### config.mk
export PLATFORM = sky130hd
export DESIGN_NAME = nibble_handshake_server_flat
export DESIGN_NICKNAME = d
export VERILOG_FILES = /design/src/rtl/nibble_hs_pkg.sv /design/src/rtl/nibble_handshake_server_if.sv /design/src/rtl/hs_pause_timer.sv /design/src/rtl/nibble_handshake_server.sv /design/src/flat_wrapper.sv
export SDC_FILE = /design/constraint.sdc
export NUM_CORES = 1
export LEC_CHECK = 0
export BUFFER_PORTS_ARGS = -buffer_cell sky130_fd_sc_hd__clkbuf_2
export CORE_UTILIZATION = 35
export DETAILED_ROUTE_END_ITERATION = 10
export PLACE_DENSITY_LB_ADDON = 0.1
export SYNTH_ARGS = -nofsm -noshare
export SYNTH_HDL_FRONTEND = slang
export SYNTH_SLANG_ARGS = --single-unit
### constraint.sdc
create_clock -name clk -period 3.8 [get_ports clk]
set_input_delay 0.19 -clock clk [delete_from_list [all_inputs] [get_ports clk]]
set_output_delay 0.19 -clock clk [all_outputs]
set_load 0.03 [all_outputs]
### src/rtl/nibble_hs_pkg.sv
// Shared types and constants for the nibble four-phase handshake server.
package nibble_hs_pkg;

  localparam int unsigned DATA_W_DEF    = 4;
  localparam int unsigned PAUSE_W       = 4;
  localparam logic [3:0]  LFSR_TAPS     = 4'b1100;  // x^4 + x^3 + 1
  localparam logic [3:0]  LFSR_SEED_DEF = 4'hA;

  typedef enum logic [1:0] {IDLE, PRE, ACK, POST} hs_state_e;

endpackage

### src/rtl/nibble_handshake_server_if.sv
// Bus and upstream-source signals of the nibble handshake server.
interface nibble_handshake_server_if #(
  parameter int unsigned DATA_W = nibble_hs_pkg::DATA_W_DEF,
  parameter int unsigned CNT_W  = 16
);

  logic              src_valid;
  logic [DATA_W-1:0] src_data;
  logic              src_ready;
  logic              client_ready;
  logic              server_ready;
  logic [DATA_W-1:0] data;
  logic [CNT_W-1:0]  xfer_count;
  logic              proto_err;

  modport slave (
    input  src_valid, src_data, client_ready,
    output src_ready, server_ready, data, xfer_count, proto_err
  );

  modport master (
    output src_valid, src_data, client_ready,
    input  src_ready, server_ready, data, xfer_count, proto_err
  );

endinterface

### src/rtl/hs_pause_timer.sv
// Pause down-counter; with NIBBLE_HS_PAUSE_EN each pause length comes from a
// free-running 4-bit LFSR, otherwise every pause is one cycle.
module hs_pause_timer
  import nibble_hs_pkg::*;
#(
  parameter logic [PAUSE_W-1:0] SEED = LFSR_SEED_DEF
) (
  input  logic clk,
  input  logic rst_n,
  input  logic load_i,
  output logic done_o
);

  logic [PAUSE_W-1:0] cnt_q;
  logic [PAUSE_W-1:0] load_val;
  logic               done_q;

  if (SEED == '0) begin : g_bad_seed
    $error("hs_pause_timer: SEED must be non-zero");
  end

`ifdef NIBBLE_HS_PAUSE_EN
  logic [PAUSE_W-1:0] lfsr_q;

  always_ff @(posedge clk) begin
    if (!rst_n) lfsr_q <= SEED;
    else        lfsr_q <= {lfsr_q[PAUSE_W-2:0], ^(lfsr_q & LFSR_TAPS)};
  end

  assign load_val = lfsr_q;
`else
  assign load_val = PAUSE_W'(1);
`endif

  // done is raised on the edge the count reaches zero, so a loaded pause of
  // N keeps the owning state for N+1 cycles.
  always_ff @(posedge clk) begin
    if (!rst_n) begin
      cnt_q  <= '0;
      done_q <= 1'b1;
    end else if (load_i) begin
      cnt_q  <= load_val;
      done_q <= 1'b0;
    end else if (cnt_q != '0) begin
      cnt_q  <= cnt_q - PAUSE_W'(1);
      done_q <= (cnt_q == PAUSE_W'(1));
    end
  end

  assign done_o = done_q;

endmodule

### src/rtl/nibble_handshake_server.sv
// Server side of the main_bus four-phase nibble handshake.
// Optional pseudo-random wait states: define NIBBLE_HS_PAUSE_EN.
module nibble_handshake_server
  import nibble_hs_pkg::*;
#(
  parameter int unsigned DATA_W      = DATA_W_DEF,
  parameter int unsigned SYNC_STAGES = 2,
  parameter logic [3:0]  LFSR_SEED   = LFSR_SEED_DEF,
  parameter int unsigned CNT_W       = 16
) (
  input  logic                      clk,
  input  logic                      rst_n,
  nibble_handshake_server_if.slave  bus
);

  hs_state_e         state_q;
  logic              srv_q;
  logic [DATA_W-1:0] data_q;
  logic [CNT_W-1:0]  xfer_q;
  logic              err_q;
  logic              cr;
  logic              accept;
  logic              pause_load;
  logic              pause_done;

  if (SYNC_STAGES > 3) begin : g_bad_sync
    $error("nibble_handshake_server: SYNC_STAGES must be 0..3");
  end

  if (SYNC_STAGES == 0) begin : g_nosync
    assign cr = bus.client_ready;
  end else begin : g_sync
    logic [SYNC_STAGES-1:0] sync_q;
    always_ff @(posedge clk) begin
      if (!rst_n) sync_q <= '0;
      else        sync_q <= (sync_q << 1) | SYNC_STAGES'(bus.client_ready);
    end
    assign cr = sync_q[SYNC_STAGES-1];
  end

  assign accept     = (state_q == IDLE) && cr && bus.src_valid;
  assign pause_load = accept || ((state_q == ACK) && !cr);

  hs_pause_timer #(
    .SEED   (LFSR_SEED)
  ) u_pause (
    .clk    (clk),
    .rst_n  (rst_n),
    .load_i (pause_load),
    .done_o (pause_done)
  );

  // Handshake FSM; a client drop during PRE is flagged but the cycle completes.
  always_ff @(posedge clk) begin
    if (!rst_n) begin
      state_q <= IDLE;
      srv_q   <= 1'b0;
      data_q  <= '0;
      xfer_q  <= '0;
      err_q   <= 1'b0;
    end else begin
      case (state_q)
        IDLE: begin
          if (accept) begin
            data_q  <= bus.src_data;
            state_q <= PRE;
          end
        end
        PRE: begin
          if (!cr) err_q <= 1'b1;
          if (pause_done) begin
            srv_q   <= 1'b1;
            state_q <= ACK;
          end
        end
        ACK: begin
          if (!cr) state_q <= POST;
        end
        POST: begin
          if (pause_done) begin
            srv_q   <= 1'b0;
            xfer_q  <= xfer_q + CNT_W'(1);
            state_q <= IDLE;
          end
        end
        default: state_q <= IDLE;
      endcase
    end
  end

  assign bus.src_ready    = accept;
  assign bus.server_ready = srv_q;
  assign bus.data         = data_q;
  assign bus.xfer_count   = xfer_q;
  assign bus.proto_err    = err_q;

endmodule

### src/flat_wrapper.sv
// flat-port wrapper written by rule: the top's interface ports become plain ports
module nibble_handshake_server_flat import nibble_hs_pkg::*;
#(
  parameter int unsigned DATA_W      = DATA_W_DEF,
  parameter int unsigned SYNC_STAGES = 2,
  parameter logic [3:0]  LFSR_SEED   = LFSR_SEED_DEF,
  parameter int unsigned CNT_W       = 16
)
  (clk, rst_n, bus_src_valid, bus_src_data, bus_client_ready, bus_src_ready, bus_server_ready, bus_data, bus_xfer_count, bus_proto_err);
  nibble_handshake_server_if #(.DATA_W(DATA_W), .CNT_W(CNT_W)) bus_i ();
  input  logic clk;
  input  logic rst_n;
  input wire logic [$bits(bus_i.src_valid)-1:0] bus_src_valid;
  input wire logic [$bits(bus_i.src_data)-1:0] bus_src_data;
  input wire logic [$bits(bus_i.client_ready)-1:0] bus_client_ready;
  output wire logic [$bits(bus_i.src_ready)-1:0] bus_src_ready;
  output wire logic [$bits(bus_i.server_ready)-1:0] bus_server_ready;
  output wire logic [$bits(bus_i.data)-1:0] bus_data;
  output wire logic [$bits(bus_i.xfer_count)-1:0] bus_xfer_count;
  output wire logic [$bits(bus_i.proto_err)-1:0] bus_proto_err;
  assign bus_i.src_valid = bus_src_valid;
  assign bus_i.src_data = bus_src_data;
  assign bus_i.client_ready = bus_client_ready;
  assign bus_src_ready = bus_i.src_ready;
  assign bus_server_ready = bus_i.server_ready;
  assign bus_data = bus_i.data;
  assign bus_xfer_count = bus_i.xfer_count;
  assign bus_proto_err = bus_i.proto_err;
  nibble_handshake_server #(.DATA_W(DATA_W), .SYNC_STAGES(SYNC_STAGES), .LFSR_SEED(LFSR_SEED), .CNT_W(CNT_W)) u_core (.clk(clk), .rst_n(rst_n), .bus(bus_i));
endmodule
== After elaboration in Yosys (flattened, before gate mapping) ==
Cells that the tools add are included.
Storage, ports and cells
  flip-flop bits (word level): 31
  input bits: 8
  output and inout port bits: 23
Operators by class
  mux-type cells: 12
  $add $sub $neg: 2
  bitwise operators: 3
  reduce and logical (&&, ||, !) cells: 15
  equal/unequal tests: 8
Operator list (number)
  $add 16x1->16 const B: 1
  $mux 2: 4
  $pmux 2 s4: 1
  $mux 1: 6
  $ne 2x2->1 const B: 3
  $reduce_and 2->1: 3
  $eq 2x2->1 const B: 2
  $eq 4x1->1 const B: 1
  $reduce_and 4->1: 1
  $reduce_bool 2->1: 2
  $reduce_bool 4->1: 1
  $sub 4x1->4 const B: 1
  $logic_and 1x1->1: 3
  $reduce_and 3->1: 1
  $eq 2x1->1 const B: 1
  $logic_not 2->1: 1
  $ne 2x1->1 const B: 1
  $not 1->1: 2
  $or 2x1->2: 1
  $pmux 1 s2: 1
  $reduce_or 2->1: 1
  $logic_not 1->1: 1
  $logic_or 1x1->1: 1

== Depth between registers and ports, before layout ==
Gate-level depths: netlist of run 1.
  depth after elaboration: 5
  mapped depth: 7

== Modules after synthesis ==
From an unflattened synthesis of run 1, not the netlist that was laid out.
Second synthesis, totals
  cell total of the unflattened synthesis: 155
  area, all modules: 1431.4 sq um
Modules (own cells, without submodules)
  nibble_handshake_server: instances 1, cells an instance 131, area each 1182.4 sq um
  hs_pause_timer: instances 1, cells an instance 24, area each 249.0 sq um

== Least setup slack after synthesis of run 1 ==
OpenSTA, ideal clock, no wires.
  path kind: register -> register
  start: reg u_core.state_q[0]
  end: reg u_core.u_pause.cnt_q[1]
  path buffers: 1
  arrival: 1.461 ns
  path slack: 2.253 ns
  cell stages (with the launch flop): 8
  clock period less this slack: 1.547 ns
  cell sequence: dfxtp_1 -> inv_1 -> ha_1 -> and3_1 -> buf_2 -> a21oi_1 -> nand2_1 -> a211oi_1
Between the ends
  cells in the longest elaborated chain, start to end: 5
RTL lines
  from (decl): line nibble_handshake_server.sv:16  | hs_state_e state_q;
  from (signal assigned): line nibble_handshake_server.sv:56  | state_q <= IDLE;
  from (signal assigned): line nibble_handshake_server.sv:66  | state_q <= PRE;
  from (signal assigned): line nibble_handshake_server.sv:73  | state_q <= ACK;
  $logic_not 2->1: line nibble_handshake_server.sv:41  | assign accept = (state_q == IDLE) && cr && bus.src_valid;
  $logic_and 1x1->1 (2 in series): line nibble_handshake_server.sv:41
  via bus_src_ready: line flat_wrapper.sv:16  | output wire logic [$bits(bus_i.src_ready)-1:0] bus_src_ready;
  $logic_or 1x1->1: line nibble_handshake_server.sv:42  | assign pause_load = accept || ((state_q == ACK) && !cr);
  $reduce_or 2->1 (no line)
  to (signal assigned): line hs_pause_timer.sv:42  | cnt_q <= load_val;
  to (signal assigned): line hs_pause_timer.sv:45  | cnt_q <= cnt_q - PAUSE_W'(1);
  to (decl): line hs_pause_timer.sv:14  | logic [PAUSE_W-1:0] cnt_q;
The timed path passes the listed nets, and every way through them passes these cells.
A chain may end at the register's enable or synchronous reset.

== Worst setup path in the final report of run 1 ==
  start: reg u_core.state_q[0]
  end: out bus_src_ready
Between the ends
  cells in the longest elaborated chain, start to end: 3
RTL lines (line)
  $logic_not 2->1: nibble_handshake_server.sv:41
  $logic_and 1x1->1 (2 in series): nibble_handshake_server.sv:41
  to (decl): flat_wrapper.sv:16
Every way passes these cells.

==> results of run 1 <==
-- logic make-up (layout without fill, tap and decap cells) --
| logic type | after synthesis | count (layout) | synth area share [%] |
|---|---|---|---|
| buffers and inverters | 12 | 45 | 3.31 |
| and+or+nand+nor | 66 | 66 | 25.5 |
| DFF | 31 | 31 | 43.2 |
| AOI/OAI and AO/OA | 13 | 13 | 6.54 |
| muxes | 10 | 10 | 7.06 |
| xor gates and xnor gates | 12 | 12 | 7.32 |
| adders and majority gates | 8 | 8 | 6.97 |
-- synthesized netlist by cell type, drive strengths merged --
cell type and n:
dfxtp 31, nor2 16, nand2 11, xnor2 11
mux2i 9, nand3 9, ha 8, and2 7
inv 7, nor3 7, nand2b 5, a21oi 4
nand4 4, a21boi 3, and3 3, clkbuf 3
buf 2, nor4 2, o21ai 2, or3 2
a211oi 1, a221oi 1, a31o 1, mux2 1
o21ba 1, xor2 1
-- flip-flops by register name, indices dropped and copies added (netlist names) --
register and count:
u_core.g_sync.sync_q 2, u_core.bus.server_ready 1, u_core.u_pause.cnt_q 4, u_core.bus.proto_err 1, u_core.state_q 2, u_core.bus.data 4
u_core.u_pause.done_o 1, u_core.bus.xfer_count 16
-- routing by layer --
layer / share of wire (%) / routed length (um) / global-route usage (%)
met2: 49 / 1280 / 24.9
met5: 0 / 0 / 0
met3: 4.9 / 129 / 4.31
met4: 1.1 / 29 / 8.78
met1: 45 / 1170 / 15.3
-- final timing paths --
kind / start / to / slack, ns
hold reg to reg: u_core.g_sync.sync_q[0]$_SDFF_PN0_ / u_core.g_sync.sync_q[1]$_SDFF_PN0_ / 0.44
hold / removal: bus_client_ready / u_core.g_sync.sync_q[0]$_SDFF_PN0_ / 0.12
setup / recovery: u_core.state_q[0]$_SDFFE_PN0P_ / bus_src_ready / 2.10
setup reg to reg: u_core.state_q[0]$_SDFFE_PN0P_ / u_core.u_pause.cnt_q[1]$_SDFFE_PP0P_ / 2.12
-- area by class of cell --
cell class / instances / area share (%)
clock buffers: 7 / 4.48
clock inverters: 1 / 0.293
inverters: 7 / 1.54
multi-input cells: 109 / 45.0
flip-flops and latches: 31 / 36.4
well taps: 48 / 3.52
repair buffers: 30 / 8.80
-- metrics by stage --
stage	power, W	std cells	worst slack (ns)
3_5_place_dp	0.000608	225	2.14
6_report	0.000835	233	2.10
5_1_grt	0.000899	233	1.95
2_1_floorplan	0.000560	152	2.25
3_3_place_gp	0.000598	225	2.25
4_1_cts	0.000851	233	2.08
-- power breakdown --
group          leakage [nW]  total, W  switching, W  internal (W)
clock                0.0422  0.000237      0.000109      0.000128
sequential            0.252  0.000394     0.0000337      0.000360
combinational         0.443  0.000204      0.000109     0.0000951
total                 0.737  0.000835      0.000251      0.000583
-- critical path: cells and delay by family, from the launching register on --
kind / cells / cell delay, ns
buf+inv: 2 / 0.35
simple gates: 1 / 0.35
flops: 1 / 0.34
fa+ha+maj: 1 / 0.20
==> results.cfg, run 1 <==
[drt]
vias_per_cell = 4.84
first_pass_iters = 4
wl_mm = 2.61
vias = 1128
wire_per_inst_um = 11.2
drc = 0
antenna_left = 0
drt_iter0_drc = 43

[floorplanning]
dieArea_sq_mm = 0.00436
die_w_um = 66.0
coreArea_sq_mm = 0.00380
num_io_pins = 31
fp.dieH_um = 66.0
num_rows = 22
initial_core_util_pct = 37.8

[final_layout]
multi_input_area_sq_um = 767
diodes = 0
area_growth_pct = 18.8
final_nets = 200
utilization_pct = 44.9
final_cell_mix = dfxtp_1 (31), clkbuf_2 (30), nor2_1 (16)
mostFrequentLayoutCell = dfxtp_1
fill_cells = 389
drive_gt1_share_pct = 23.8
stdcell_area_sq_mm = 0.00171
seqCellArea_sq_um = 621

[logic_synthesis]
ys_seq_elements = 31
synth_warnings = 0
netlist_instances = 152
synth_nets = 168
synth_top_area_share_pct = 43.2
yosysSeqAreaShare_pct = 43.2
synth_area_leaders = dfxtp_1 (43%), ha_1 (7.0%), xnor2_1 (6.7%)
netlist-cell-type-count = 30
syn_area_sq_mm = 0.00144
yosys.area.top_type = dfxtp_1
syn_area_per_cell_sq_um = 9.44

[clock_network]
cts_made_buffers = 5
cts_resized = 0
h-tree-depth = 2
clkLatencyLatePin_ns = 0.27
clk_pin_slew_worst_paths_ns = 0.06
clkSinkCount = 31
post-cts-setup-buffers = 0
cts-root-buf = clkbuf_8
cts_tree = built
cts_buffer_depth = 2
hold_buffers = 0

[global_routing]
grt_max_degree = 21
antenna_found_initial = 0
grt.total_usage_pct = 14.4
grt_pass1_vias = 1150
grt_overflow_total = 0
grt_first_pass_wirelength_mm = 4.71

[pwr]
leakage_nw = 0.737
powerDensity_mw_per_mm2 = 490
ir_worst_vdd_v = 0.000241

[setup_path]
critical_path_required_ns = 3.61
cpMaxStageDelayCell = and3_1
r2r_cells = 6
max_stage_delay_ns = 0.35
critPathMaxFanout = 6
worstSetupEndpointType = primary output
crit_type = flop to primary output
cp-start-kind = flop
arrival_ns = 1.51
cp_cell_sequence = inv_1 -> ha_1 -> and3_1 -> clkbuf_2

[sta]
finalMaxSlewViolations = 0
hold_violations = 0
tightest_slew_ns = 0.482
rsz0062_at_grt = no
maxSlewHeadroom_pct = 67.8
post-route-min-period_ns = 1.70
finClkSkew_ns = 0.00680
post-route-period-util_pct = 44.9
fin_worst_hold_slack_ns = 0.123
fmax_ghz = 0.587
setup_tns_ns = 0
setup-violations-final = 0

[placement]
port_buffers = 30
place_area_sq_mm = 0.00162
dpl.hpwl_mm = 2.03
place.gp.congestion = 0.812

[outcome]
outcome = completed

[hold_path]
holdPathStages = 2
worstHoldPathType = input pin to flop

[run]
drv_cap = 0
Note: power is estimated with default switching activity, not from simulation.
==> run 2: changes to the inputs <==
- clock period: 3.8 -> 1.5 ns (I/O delays scaled with it)
==> run 2 against run 1 <==
Effect of this change:
- via count up 3.9%
- sequential share of layout area shrank 3.8 points
- global-route usage increased by 0.45 points
- core utilization grew 5.8 points
- wire length up 12%
- register-to-register slack worse by 2.1 ns
- first-iteration DRC count rose to 2.5 times the previous value
- clock-buffer cell count up 1
- non-clock buffer count grew 14
- final cell count up 6.0%
- clock power rose to 3.0 times the previous value
- die area unchanged
- critical path type is now flop to flop
- largest power group unchanged
==> results.cfg, run 2 (synthesized netlist as in run 1, its figures left out) <==
[drt]
wire_per_inst_um = 11.9
drc = 0
first_pass_iters = 4
vias = 1172
antenna_left = 0
vias_per_cell = 4.74
wl_mm = 2.93
drt_iter0_drc = 108

[setup_path]
crit_start = u_core.state_q[1]$_SDFFE_PN0P_
path_buf_inv = 1
r2r-start = u_core.state_q[1]$_SDFFE_PN0P_
crit_family = simple AND/OR/NAND/NOR gates
critical_path_required_ns = 1.72
r2r_cells = 5
cp-start-kind = flop
critPathMaxFanout = 7
r2r_slack_ns = 0.04
max_stage_delay_ns = 0.34
worstSetupEndpointType = flop
arrival_ns = 1.68
timing.rr.end = u_core.bus.xfer_count[6]$_SDFFE_PN0P_
cp_cell_sequence = ha_2 -> nand4_4 -> buf_4 -> or3_1 -> a21boi_1
cpMaxStageDelayCell = dfxtp_2
crit_cells = 5
crit_type = flop to flop

[pwr]
powerDensity_mw_per_mm2 = 1240
leakage_nw = 0.840
ir_worst_vdd_v = 0.000918

[hold_path]
worstHoldPathType = input pin to flop
holdPathStages = 3
worstHoldStart = bus_src_data[0]
hold_path_end = u_core.bus.data[0]$_SDFFE_PN0P_

[global_routing]
grt_max_degree = 20
grt_pass1_vias = 1071
grt_overflow_total = 0
use_met2_pct = 23.9
antenna_found_initial = 0
grt_first_pass_wirelength_mm = 4.84
grt_busiest_layer = met2
grt.total_usage_pct = 14.9
gr-usage-met1_pct = 17.9
grtUsageMet3_pct = 4.14

[sta]
setup-violations-final = 0
rsz0062_at_grt = yes
post-route-min-period_ns = 1.46
maxSlewHeadroom_pct = 79.2
tightest_slew_ns = 0.311
fmax_ghz = 0.686
hold_violations = 0
finalMaxSlewViolations = 0
finClkSkew_ns = 0.00516
post-route-period-util_pct = 97.2

[clock_network]
clk_pin_slew_worst_paths_ns = 0.07
cts_tree = built
clkLatencyLatePin_ns = 0.28
cts_made_buffers = 5
cts-root-buf = clkbuf_8
cts_buffer_depth = 2
clkSinkCount = 31
h-tree-depth = 2

[placement]
place_inst = 235
port_buffers = 30
dpl.hpwl_mm = 2.06
place.gp.congestion = 0.706

[floorplanning]
num_rows = 22
num_io_pins = 31
coreArea_sq_mm = 0.00380
fp.dieH_um = 66.0
initial_core_util_pct = 37.8
dieArea_sq_mm = 0.00436
die_w_um = 66.0

[final_layout]
multi_input_area_sq_um = 832
utilization_pct = 50.7
final_cells = 247
drive_gt1_share_pct = 36.2
mostFrequentLayoutCell = clkbuf_2
seqCellArea_sq_um = 628
diodes = 0
fill_cells = 357
area_growth_pct = 34.1
largest_reg_flops = 16
final_nets = 214
final_cell_mix = clkbuf_2 (29), dfxtp_1 (25), nor2_1 (16)

[outcome]
outcome = completed

[run]
drv_cap = 0
-- run 2: cell count changes in the layout (fill, tap and decap cells not counted), moves of 2 or more --
| cell | previous run | this run |
|---|---|---|
| dfxtp_2 | 0 | 6 |
| buf_6 | 0 | 2 |
| clkbuf_8 | 5 | 7 |
| ha_2 | 0 | 3 |
| buf_4 | 0 | 11 |
| dfxtp_1 | 31 | 25 |
| ha_1 | 8 | 4 |
-- run 2: routing by layer --
layer / part of all wire [%] / up-vias
li1: - / 604
met1: 47 / 533
met2: 47 / 27
met3: 4.5 / 8
met4: 2.1 / 0
met5: 0 / -
-- run 2: cell type report --
cell class / instances / share of cell area [%]
Timing Repair Buffer: 44 / 14.3
Sequential cell: 31 / 32.6
Clock buffer: 8 / 5.20
Multi-Input combinational cell: 109 / 43.2
Inverter: 7 / 1.50
Tap cell: 48 / 3.12
-- run 2: worst reg2reg max path: stages (launching register included) --
cell and delay, ns:
dfxtp_2 0.34, ha_2 0.22, nand4_4 0.17, buf_4 0.19, or3_1 0.34, a21boi_1 0.13
-- run 2: worst max path at each step --
stage | to | slack [ns]
CTS | bus_src_ready | -0.003
floorplan | u_core.u_pause.cnt_q[1]$_SDFFE_PP0P_ | 0.02
finish | u_core.bus.xfer_count[6]$_SDFFE_PN0P_ | 0.04
detailed placement | u_core.bus.xfer_count[13]$_SDFFE_PN0P_ | -0.04
global placement | u_core.bus.xfer_count[15]$_SDFFE_PN0P_ | 0.02
global route | u_core.bus.xfer_count[6]$_SDFFE_PN0P_ | -0.06
-- run 2: where the power goes --
part / leakage, nW / internal [W] / switching, W / total [W]
combinational: 0.533 / 0.000341 / 0.000328 / 0.000669
sequential: 0.255 / 0.000915 / 0.0000788 / 0.000994
clock: 0.0515 / 0.000418 / 0.000303 / 0.000721
-- run 2: per-stage QoR --
stage / instance area [sq um] / total power [W] / setup TNS, ns / setup slack (ns) / hold slack, ns
finish: 1920 / 0.00238 / 0 / 0.0414 / 0.0320
CTS: 1860 / 0.00235 / -0.00342 / -0.00342 / 0.0296
detailed placement: 1710 / 0.00158 / -0.0824 / -0.0390 / 0.291
global placement: 1710 / 0.00155 / 0 / 0.0218 / 0.290
global route: 1920 / 0.00253 / -0.151 / -0.0574 / 0.0502
floorplan: 1440 / 0.00142 / 0 / 0.0157 / 0.202
-- run 2: what timing repair did --
action / CTS / global route
buffers inserted: 0 / 3
gates resized for setup: 11 / 9
pin swaps: 3 / 4
endpoints found under the setup margin: 6 / 10
hold buffers: 1 / 0
endpoints found under the hold margin: 1 / 0
==> run 3: changes to the inputs <==
- PLACE_DENSITY: default -> 0.55
- PLACE_DENSITY_LB_ADDON: 0.1 -> default
==> run 3 against run 2 <==
Effect of this change:
- flip-flop and latch count unchanged
- combinational power decreased by 7.8%
- via count increased by 1.1%
- setup slack improved by 0.019 ns
- non-clock buffer count decreased by 3
- sequential power about the same
- first-iteration DRC count decreased by 35%
- clock skew increased by 0.0040 ns
- hold slack got worse by 0.021 ns
==> results.cfg, run 3 (synthesized netlist as in run 1, its figures left out) <==
[drt]
highest_layer = met4
wire_per_inst_um = 12.2
drt_iter0_drc = 70
drc = 0
vias_per_cell = 4.84
wl_met3_um = 119
wl_mm = 3.00
vias = 1185
antenna_left = 0
first_pass_iters = 4
wl_met2_mm = 1.45
wl_met1_mm = 1.38

[placement]
dp_slack_ns = -0.0310
port_buffers = 30
dpl.hpwl_mm = 2.09
place.gp.congestion = 0.781
place_area_sq_mm = 0.00171

[pwr]
p_seq_share_pct = 44.5
internal_power_w = 0.00155
p_sw_share_pct = 31.2
p_sw_w = 0.000704
ir_worst_vdd_v = 0.000690
leakage_nw = 0.839
combPwrFrac_pct = 27.4
p_clk_share_pct = 28.1
powerDensity_mw_per_mm2 = 1200

[global_routing]
grt_pass1_vias = 1092
antenna_found_initial = 0
grt_max_degree = 20
grt_first_pass_wirelength_mm = 4.73
grt.total_usage_pct = 14.5
grt_overflow_total = 0

[sta]
setup_tns_ns = 0
fmax_ghz = 0.695
setup_slack_ns = 0.0601
maxSlewHeadroom_pct = 76.9
post-route-period-util_pct = 96.0
hold_violations = 0
post-route-min-period_ns = 1.44
setup-violations-final = 0
tightest_slew_ns = 0.345
finalMaxSlewViolations = 0
finClkSkew_ns = 0.00918

[hold_path]
worstHoldPathType = input pin to flop

[clock_network]
cts_made_buffers = 5
cts-root-buf = clkbuf_8
clkSinkCount = 31
hold_buffers = 0
h-tree-depth = 2
clk_pin_slew_worst_paths_ns = 0.06
clkLatencyLatePin_ns = 0.29
cts_buffer_depth = 2
cts_tree = built

[run]
drv_cap = 0

[setup_path]
critPathMaxFanout = 3
cp-start-kind = flop
max_stage_delay_ns = 0.34
critical_path_required_ns = 1.42
cp_cell_sequence = buf_4 -> inv_4 -> ha_4 -> and3_4 -> buf_6 -> buf_8
worstSetupEndpointType = primary output
crit_type = flop to primary output
arrival_ns = 1.36
cpMaxStageDelayCell = dfxtp_2

[floorplanning]
initial_core_util_pct = 37.8
dieArea_sq_mm = 0.00436
die_w_um = 66.0
num_io_pins = 31
num_rows = 22
fp.dieH_um = 66.0
coreArea_sq_mm = 0.00380

[final_layout]
stdcell_area_sq_mm = 0.00188
final_nets = 212
final_cell_mix = clkbuf_2 (29), dfxtp_1 (25), nor2_1 (16)
diodes = 0
mostFrequentLayoutCell = clkbuf_2
drive_gt1_share_pct = 35.5
largest_reg_flops = 16
area_growth_pct = 31.3

[outcome]
outcome = completed
## run 3: area by class of cell
cell class / instances / area [sq um]
clock inverter: 1 / 5.00
inverter: 7 / 28.8
clock buffer: 7 / 76.3
tap: 48 / 60.1
multi-input combinational: 110 / 823
timing repair buffer: 41 / 263
sequential: 31 / 628
fill: 372 / 1910
## run 3: timing repair
| action | in CTS | in global routing |
|---|---|---|
| endpoints found under the hold margin | 0 | 0 |
| buffers inserted | 0 | 1 |
| resized for setup | 10 | 8 |
| gates cloned | 0 | 1 |
| pin swaps | 2 | 3 |
| endpoints found under the setup margin | 5 | 8 |
## run 3: critical path, delay by kind of cell, from the launching register on
kind          cells  cell delay, ns
flops             1            0.34
buf+inv           4            0.42
simple gates      1            0.19
fa+ha+maj         1            0.14
## run 3: power groups by stage
stage,logic [W],registers (W),clock network [W]
floorplan,0.000391,0.00103,0
global placement,0.000548,0.00100,0
detailed placement,0.000560,0.00101,0
CTS,0.000601,0.000994,0.000649
global route,0.000676,0.00102,0.000691
finish,0.000617,0.00100,0.000634
## run 3: final timing paths
path                            slack, ns                            endpoint                               start  cells past startpoint
worst max register to register       0.07      u_core.state_q[1]$_SDFFE_PN0P_      u_core.state_q[0]$_SDFFE_PN0P_                      5
worst min-delay path                 0.01  u_core.g_sync.sync_q[0]$_SDFF_PN0_                    bus_client_ready                      2
worst max-delay path                 0.06                       bus_src_ready      u_core.state_q[0]$_SDFFE_PN0P_                      6
worst min register to register       0.44  u_core.g_sync.sync_q[1]$_SDFF_PN0_  u_core.g_sync.sync_q[0]$_SDFF_PN0_                      1
## run 3: metal layers
layer / GRT usage, % / vias up
met2: 24.1 / 26
met3: 4.14 / 4
li1: - / 600
met5: 0 / -
met4: 7.98 / 0
met1: 16.7 / 555
## run 3: stage by stage
stage	util, %	cells	power, W	hold WS, ns
floorplan	-	152	0.00142	0.202
global placement	45.0	235	0.00155	0.291
detailed placement	45.0	235	0.00157	0.294
CTS	48.0	243	0.00224	0.00563
global route	49.6	245	0.00239	0.00558
finish	49.6	245	0.00225	0.0114
